**src/rtl/act_arb_pkg.sv**
```systemverilog
// ---------------------------------------------------------------------------
// act_arb_pkg
// Shared definitions for the activation global-buffer fetch arbiter:
//   - arb_state_e      : arbiter/sequencer state encoding (IDLE, BURST)
//   - ACT_ADDR_WIDTH   : default SRAM word address width
//   - ACT_DATA_WIDTH   : default SRAM word width
//   - ACT_LEN_WIDTH    : default burst length field width
// ---------------------------------------------------------------------------
package act_arb_pkg;

    localparam int ACT_ADDR_WIDTH = 12;
    localparam int ACT_DATA_WIDTH = 64;
    localparam int ACT_LEN_WIDTH  = 5;

    typedef enum logic {
        ST_IDLE  = 1'b0,
        ST_BURST = 1'b1
    } arb_state_e;

    // Index width needed to address num_req requesters (at least one bit).
    function automatic int idx_width(input int num_req);
        return (num_req > 1) ? $clog2(num_req) : 1;
    endfunction

endpackage

```
**src/rtl/act_fetch_arb_rr_pick.sv**
```systemverilog
// ---------------------------------------------------------------------------
// rr_pick
// Combinational round-robin picker. Searches req upward starting at ptr+1
// (wrapping modulo NUM_REQ) and returns the first set bit.
// Ports:
//   req     in  NUM_REQ  request vector
//   ptr     in  IDX_W    index of the most recently served requester
//   win_oh  out NUM_REQ  one-hot winner (all zero when req is zero)
//   win_idx out IDX_W    binary index of the winner (0 when req is zero)
// ---------------------------------------------------------------------------
module rr_pick #(
    parameter int NUM_REQ = 4,
    parameter int IDX_W   = 2
) (
    input  logic [NUM_REQ-1:0] req,
    input  logic [IDX_W-1:0]   ptr,
    output logic [NUM_REQ-1:0] win_oh,
    output logic [IDX_W-1:0]   win_idx
);

    logic [IDX_W:0] pos_s;
    logic           found_s;

    // First requester at or after ptr+1 in circular order wins.
    always_comb begin
        win_oh  = '0;
        win_idx = '0;
        found_s = 1'b0;
        pos_s   = '0;
        for (int k = 0; k < NUM_REQ; k++) begin
            pos_s = {1'b0, ptr} + (IDX_W+1)'(k) + (IDX_W+1)'(1);
            if (pos_s >= (IDX_W+1)'(NUM_REQ)) begin
                pos_s = pos_s - (IDX_W+1)'(NUM_REQ);
            end else begin
                pos_s = pos_s;
            end
            if (!found_s && req[pos_s[IDX_W-1:0]]) begin
                found_s                  = 1'b1;
                win_idx                  = pos_s[IDX_W-1:0];
                win_oh[pos_s[IDX_W-1:0]] = 1'b1;
            end else begin
                found_s = found_s;
            end
        end
    end

endmodule

```
**src/rtl/act_fetch_arb.sv**
```systemverilog
// ---------------------------------------------------------------------------
// act_fetch_arb
// Round-robin arbiter and burst sequencer sharing the activation global
// buffer read port between NUM_REQ PE-cluster fetchers. The winner owns the
// port for one burst of cfg_len+1 consecutive words; read data (1-cycle SRAM
// latency) is routed back to the owner.
// Ports:
//   clk, rst_n        clock, asynchronous active-low reset
//   cfg_len           burst length minus one, sampled at grant
//   req / req_addr    per-requester request level and start address
//   req_hold          per-requester back-pressure (owner's bit stalls issue)
//   gnt               one-hot owner, high for the whole burst
//   sram_rd_en/addr   SRAM read strobe and address
//   sram_rd_data      SRAM read data, valid one cycle after sram_rd_en
//   rsp_vld/data/last response to the owner, one cycle after each issue
//   busy              high while a burst is in progress
// Optional build macro ACT_FETCH_ARB_STAT_EN adds stat_clr, stat_busy_cyc
// and stat_hold_cyc (saturating utilisation counters, clear wins).
// ---------------------------------------------------------------------------
module act_fetch_arb
    import act_arb_pkg::*;
#(
    parameter int NUM_REQ    = 4,
    parameter int ADDR_WIDTH = ACT_ADDR_WIDTH,
    parameter int DATA_WIDTH = ACT_DATA_WIDTH,
    parameter int LEN_WIDTH  = ACT_LEN_WIDTH
) (
    input  logic                          clk,
    input  logic                          rst_n,
    input  logic [LEN_WIDTH-1:0]          cfg_len,
    input  logic [NUM_REQ-1:0]            req,
    input  logic [NUM_REQ*ADDR_WIDTH-1:0] req_addr,
    input  logic [NUM_REQ-1:0]            req_hold,
    output logic [NUM_REQ-1:0]            gnt,
    output logic                          sram_rd_en,
    output logic [ADDR_WIDTH-1:0]         sram_rd_addr,
    input  logic [DATA_WIDTH-1:0]         sram_rd_data,
    output logic [NUM_REQ-1:0]            rsp_vld,
    output logic [DATA_WIDTH-1:0]         rsp_data,
    output logic                          rsp_last,
    output logic                          busy
`ifdef ACT_FETCH_ARB_STAT_EN
    ,
    input  logic                          stat_clr,
    output logic [31:0]                   stat_busy_cyc,
    output logic [31:0]                   stat_hold_cyc
`endif
);

    localparam int IDX_W = idx_width(NUM_REQ);

    arb_state_e             state_r;
    arb_state_e             next_state_s;
    logic [IDX_W-1:0]       ptr_r;
    logic [IDX_W-1:0]       owner_r;
    logic [ADDR_WIDTH-1:0]  base_r;
    logic [LEN_WIDTH-1:0]   len_r;
    logic [LEN_WIDTH-1:0]   cnt_r;
    logic [NUM_REQ-1:0]     gnt_r;
    logic [NUM_REQ-1:0]     rsp_vld_r;
    logic                   rsp_last_r;

    logic [NUM_REQ-1:0]     pick_oh_s;
    logic [IDX_W-1:0]       pick_idx_s;
    logic [ADDR_WIDTH-1:0]  pick_addr_s;
    logic                   grant_s;
    logic                   issue_s;
    logic                   last_s;

    rr_pick #(
        .NUM_REQ (NUM_REQ),
        .IDX_W   (IDX_W)
    ) u_rr_pick (
        .req     (req),
        .ptr     (ptr_r),
        .win_oh  (pick_oh_s),
        .win_idx (pick_idx_s)
    );

    // Start address of the arbitration winner.
    always_comb begin
        pick_addr_s = '0;
        for (int i = 0; i < NUM_REQ; i++) begin
            if (pick_oh_s[i]) begin
                pick_addr_s = req_addr[i*ADDR_WIDTH +: ADDR_WIDTH];
            end else begin
                pick_addr_s = pick_addr_s;
            end
        end
    end

    // State register.
    always_ff @(posedge clk or negedge rst_n) begin
        if (!rst_n) begin
            state_r <= ST_IDLE;
        end else begin
            state_r <= next_state_s;
        end
    end

    // Next-state decode: arbitrate in IDLE, issue one word per unheld cycle in BURST.
    always_comb begin
        next_state_s = state_r;
        grant_s      = 1'b0;
        issue_s      = 1'b0;
        last_s       = 1'b0;
        case (state_r)
            ST_IDLE: begin
                if (|req) begin
                    grant_s      = 1'b1;
                    next_state_s = ST_BURST;
                end else begin
                    next_state_s = ST_IDLE;
                end
            end
            ST_BURST: begin
                if (!req_hold[owner_r]) begin
                    issue_s = 1'b1;
                    if (cnt_r == len_r) begin
                        last_s       = 1'b1;
                        next_state_s = ST_IDLE;
                    end else begin
                        next_state_s = ST_BURST;
                    end
                end else begin
                    next_state_s = ST_BURST;
                end
            end
            default: begin
                next_state_s = ST_IDLE;
            end
        endcase
    end

    // Burst context: owner, base, length, word counter, grant and rr pointer.
    always_ff @(posedge clk or negedge rst_n) begin
        if (!rst_n) begin
            ptr_r   <= IDX_W'(NUM_REQ - 1);
            owner_r <= '0;
            base_r  <= '0;
            len_r   <= '0;
            cnt_r   <= '0;
            gnt_r   <= '0;
        end else if (grant_s) begin
            owner_r <= pick_idx_s;
            base_r  <= pick_addr_s;
            len_r   <= cfg_len;
            cnt_r   <= '0;
            gnt_r   <= pick_oh_s;
        end else if (last_s) begin
            ptr_r   <= owner_r;
            cnt_r   <= '0;
            gnt_r   <= '0;
        end else if (issue_s) begin
            cnt_r   <= cnt_r + LEN_WIDTH'(1);
        end else begin
            cnt_r   <= cnt_r;
        end
    end

    // Response tags trail the issue by the SRAM's one-cycle latency.
    always_ff @(posedge clk or negedge rst_n) begin
        if (!rst_n) begin
            rsp_vld_r  <= '0;
            rsp_last_r <= 1'b0;
        end else begin
            rsp_vld_r  <= issue_s ? gnt_r : '0;
            rsp_last_r <= last_s;
        end
    end

    // Read strobe follows the owner's hold in the same cycle; address parks at 0.
    always_comb begin
        sram_rd_en = issue_s;
        if (issue_s) begin
            sram_rd_addr = base_r + ADDR_WIDTH'(cnt_r);
        end else begin
            sram_rd_addr = '0;
        end
    end

    assign gnt      = gnt_r;
    assign busy     = (state_r == ST_BURST);
    assign rsp_vld  = rsp_vld_r;
    assign rsp_last = rsp_last_r;
    assign rsp_data = sram_rd_data;

`ifdef ACT_FETCH_ARB_STAT_EN
    logic [31:0] busy_cyc_r;
    logic [31:0] hold_cyc_r;

    // Saturating utilisation counters; a clear request overrides counting.
    always_ff @(posedge clk or negedge rst_n) begin
        if (!rst_n) begin
            busy_cyc_r <= 32'd0;
            hold_cyc_r <= 32'd0;
        end else if (stat_clr) begin
            busy_cyc_r <= 32'd0;
            hold_cyc_r <= 32'd0;
        end else begin
            if ((state_r == ST_BURST) && (busy_cyc_r != 32'hFFFF_FFFF)) begin
                busy_cyc_r <= busy_cyc_r + 32'd1;
            end else begin
                busy_cyc_r <= busy_cyc_r;
            end
            if ((state_r == ST_BURST) && req_hold[owner_r] && (hold_cyc_r != 32'hFFFF_FFFF)) begin
                hold_cyc_r <= hold_cyc_r + 32'd1;
            end else begin
                hold_cyc_r <= hold_cyc_r;
            end
        end
    end

    assign stat_busy_cyc = busy_cyc_r;
    assign stat_hold_cyc = hold_cyc_r;
`endif

endmodule

```
**config.mk**
```make
export PLATFORM = sky130hd
export DESIGN_NAME = act_fetch_arb
export DESIGN_NICKNAME = d
export VERILOG_FILES = /design/src/rtl/act_arb_pkg.sv /design/src/rtl/act_fetch_arb_rr_pick.sv /design/src/rtl/act_fetch_arb.sv
export SDC_FILE = /design/constraint.sdc
export NUM_CORES = 1
export LEC_CHECK = 0
export CORE_ASPECT_RATIO = 1.75
export CORE_UTILIZATION = 35
export CTS_CLUSTER_SIZE = 25
export DETAILED_ROUTE_END_ITERATION = 6
export GPL_TIMING_DRIVEN = 0
export MAX_ROUTING_LAYER = met4
export PLACE_DENSITY_LB_ADDON = 0.08
export SYNTH_ARGS = -nofsm -noshare
export SYNTH_HDL_FRONTEND = slang
export SYNTH_SLANG_ARGS = --single-unit
```
**constraint.sdc**
```tcl
create_clock -name clk -period 8.6 [get_ports clk]
set_input_delay 1.72 -clock clk [delete_from_list [all_inputs] [get_ports clk]]
set_output_delay 1.72 -clock clk [all_outputs]
set_load 0.005 [all_outputs]
```
==> results of run 1 <==
## worst min-delay path, cell delays in order, from the launching register on
cell and delay, ns:
dfrtp_1 0.35, nand2_1 0.06, nand2_1 0.06
## metal layers
metal,vias up,wire [um],track usage
met3,20,706,0.0368
met1,1494,3540,0.220
li1,1589,-,-
met2,159,5430,0.406
met4,0,359,0.0877
met5,-,0,-
## power breakdown
part           switching [uW]  internal (uW)  leakage (uW)  total, uW
combinational             426            387       0.00162        813
sequential               66.3            239      0.000458        305
clock                    62.0            121     0.0000760        183
total                     554            747       0.00216       1300
## per-stage QoR
| stage | setup WS [ns] | power [uW] |
|---|---|---|
| 2_1_floorplan | 4.01 | 819 |
| 3_3_place_gp | 2.89 | 1110 |
| 3_5_place_dp | 2.87 | 1120 |
| 4_1_cts | 2.85 | 1310 |
| 5_1_grt | 2.75 | 1410 |
| 6_report | 2.88 | 1300 |
## registers in the layout, indices dropped and copies added (netlist names)
signal / flops
base_r: 12
busy: 1
cnt_r: 5
gnt: 4
len_r: 5
owner_r: 2
ptr_r: 2
rsp_last: 1
rsp_vld: 4
## cell type report
class | count | area share
Clock buffer | 7 | 0.0305
Timing Repair Buffer | 149 | 0.297
Inverter | 26 | 0.0195
Multi-Input combinational cell | 234 | 0.328
Tap cell | 117 | 0.0293
Sequential cell | 36 | 0.181
Buffer | 83 | 0.115
## kinds of logic (layout without fill, tap and decap cells)
kind of cell,Yosys count,in the layout,synth area share
adder cells (fa/ha/maj),15,15,0.0607
AO/OA/AOI/OAI,97,97,0.222
buffers and inverters,109,265,0.209
XOR/XNOR,10,10,0.0272
AND/OR/NAND/NOR,103,103,0.159
multiplexers,9,9,0.0420
flip-flops,36,36,0.281
## Yosys cell counts (2+ instances only)
cell,count,area (um^2)
dfstp_2,2,52.6
nand2b_1,3,18.8
a21o_1,4,30.0
o31ai_1,5,37.5
o221ai_1,2,17.5
xor2_1,6,52.6
nand4_1,2,12.5
o21ai_0,11,55.1
mux2_2,2,22.5
inv_1,25,93.8
and3_1,4,25.0
a221o_1,3,30.0
xnor2_1,4,35.0
nand2_1,46,173
buf_4,65,488
buf_2,3,15.0
nor3b_1,2,15.0
or4_1,2,15.0
o211ai_1,3,22.5
buf_6,2,22.5
nand3_1,2,10.0
a31oi_1,37,231
nor4_1,3,18.8
nor2b_1,2,12.5
o22ai_1,3,18.8
clkbuf_1,13,48.8
nor3_1,3,15.0
nor2_1,11,41.3
and2_1,17,106
o221ai_2,10,150
or2_2,2,12.5
ha_1,14,175
a21oi_1,11,55.1
mux4_2,3,67.6
a211oi_1,2,15.0
mux2i_1,3,30.0
dfrtp_1,34,851
## worst min-delay path by stage
stage / startpoint / endpoint / depth (start not counted) / slack (ns)
finish: len_r[2] / len_r[2] / 2 / 0.50
global route: len_r[2] / len_r[2] / 2 / 0.51
CTS: len_r[2] / len_r[2] / 2 / 0.50
detailed placement: len_r[2] / len_r[2] / 2 / 0.49
global placement: len_r[3] / len_r[3] / 2 / 0.49
floorplan: len_r[2] / len_r[2] / 2 / 0.47
==> results.md, run 1 <==
* Slew @ Worst Pin at 0.818 ns
* Largest net degree at the start of global routing at 37
* Vias in the first global route at 3302
* Seq/Total Area, Yosys at 0.281
* Final Hold Fails at 0
* Tmin final at 5.72 ns
* Worst-Skew Late Latency at 0.27 ns
* Outcome: finished clean
* CTS buffer count at 5
* Worst EP arrival at 4.00 ns
* I/O pins at 214
* Inst Count DP at 645
* Vias after detailed routing at 3262
* Static Leakage at 0.00216 uW
* Resize count post-CTS at 0
* Levels on crit path at 7
* First-pass GRT wire length at 15600 um
* Number of synthesized register bits at 36
* RSZ-0062 raised after global routing: no
* Peak supply drop at 141 uV
* DRT Pass-1 Iters at 4
* Final slew viol count at 0
* Antenna-violating nets left at 0
* Routed vias/inst at 5.00
* CTS Buffer Depth at 2
* GRT Total Usage at 0.219
* Root buf cell: clkbuf_16
* Fin Setup TNS at 0 ns
* Fin crit share at 0.665
* CP Launch Point: req_hold[3]
* Relative slew slack at 0.455
* Die H at 129 um
* Hold-fix buffers, CTS at 0
* Placer Congestion at 0.899
* Count of different cell masters after synthesis at 50
* Critical path endpoint: sram_rd_addr[0]
* Final #Nets at 677
* Power per Cell Area at 260 mW/mm^2
* Antenna violations before repair at 0
* Synthesized instance count at 379
* Dpl cell area at 0.00485 mm^2
* F_max at 0.175 GHz
* Max cap viols at 0
* Crit path capture type: primary output
* Mapped Area at 0.00322 mm^2
* Full die area at 0.00959 mm^2
* Syn Area/Cell at 8.49 um^2
* Fin area at 0.00500 mm^2
* R2r startpoint: ptr_r[0]
* Number of H-tree levels at 2
* Main synth FF type: dfrtp_1
* Register area at 903 um^2
* Yosys Warn Count at 0
* Share of layout cells above drive strength 1 at 0.189
* Most frequent CP cell: clkdlybuf4s50_1
* Largest delay share family, worst path: buffers and inverters
* Critical path type: in2out
* Post-DP HPWL at 8230 um
* Worst Skew at 0.00173 ns
* Slowest-stage cell, CP: clkdlybuf4s50_1
* WHS at 0.496 ns
* Crit start category: primary input
* Drt first-iter violations at 175
* Worst endpoint required time at 6.88 ns
* CP Max Fanout at 10
* Commonest non-fill, non-tap cell in the layout: clkdlybuf4s50_1
* Clock sinks at 36
* CP Cell Sequence: clkdlybuf4s50_1 > mux4_2 > nand2b_1 > inv_1 > clkbuf_1 > and2_1 > clkdlybuf4s50_1
* Setup bufs post-CTS at 0
* Chip Width at 74.5 um
* Diodes inserted at 0
* Async S/R FF share, synth at 1.00
* Total gr overflow at 0
* Final Non-Filler Cells at 652
* CTS tree: built
* Fin util at 0.570
* Area occupied by multi-input gates at 0.00164 mm^2
* Buf/Inv on CP at 4
* CP peak stage delay at 0.49 ns
* Number of I/O port buffers at 149
* Reg-to-reg endpoint: base_r[4]
* DRC at 0
* Worst Reg-to-Reg Cells at 10
* Initial core utilization at 0.366
* Mean routed wirelength per cell at 15.4 um
* Endpoints failing setup at 0
* Clock-pin slew on the worst setup and hold paths at 0.05 ns
* Number of synthesized flops with an enable pin at 0
* Detailed Route WL at 10000 um
* Placeable Area at 0.00878 mm^2
* Worst hold path class: reg2reg
* Fillers at 834
* Synth Net Count at 521
* Area Growth Syn to Fin at 55.5%
* R2r setup slk at 5.09 ns
* Rows at 45
* Commonest cells after routing, fill and taps aside: clkdlybuf4s50_1, buf_4, nand2_1
Note: power is estimated with default switching activity, not from simulation.
==> run 2, diff against run 1 <==
==> constraint.sdc (replaced) <==
create_clock -name clk -period 5.62 [get_ports clk]
set_input_delay 1.124 -clock clk [delete_from_list [all_inputs] [get_ports clk]]
set_output_delay 1.124 -clock clk [all_outputs]
set_load 0.005 [all_outputs]
==> results of run 2 <==
Same layout as run 1 (identical final DEF). Status: finished clean.
Among the figures that moved: setup slack after placement 2.87 ns -> 1.08 ns; setup slack after layout 2.88 ns -> 1.09 ns; register-to-register setup slack 5.09 ns -> 2.11 ns; total power 1300 uW -> 1990 uW; worst IR drop on VDD 141 uV -> 216 uV
==> run 3, diff against run 2 <==
==> constraint.sdc (replaced) <==
create_clock -name clk -period 4.3 [get_ports clk]
set_input_delay 0.86 -clock clk [delete_from_list [all_inputs] [get_ports clk]]
set_output_delay 0.86 -clock clk [all_outputs]
set_load 0.005 [all_outputs]
==> results of run 3 <==
Same layout as run 1 (identical final DEF). Status: finished clean.
Among the figures that moved: setup slack after placement 2.87 ns -> 0.286 ns; setup slack after layout 2.88 ns -> 0.297 ns; register-to-register setup slack 5.09 ns -> 0.79 ns; total power 1300 uW -> 2600 uW; worst IR drop on VDD 141 uV -> 283 uV
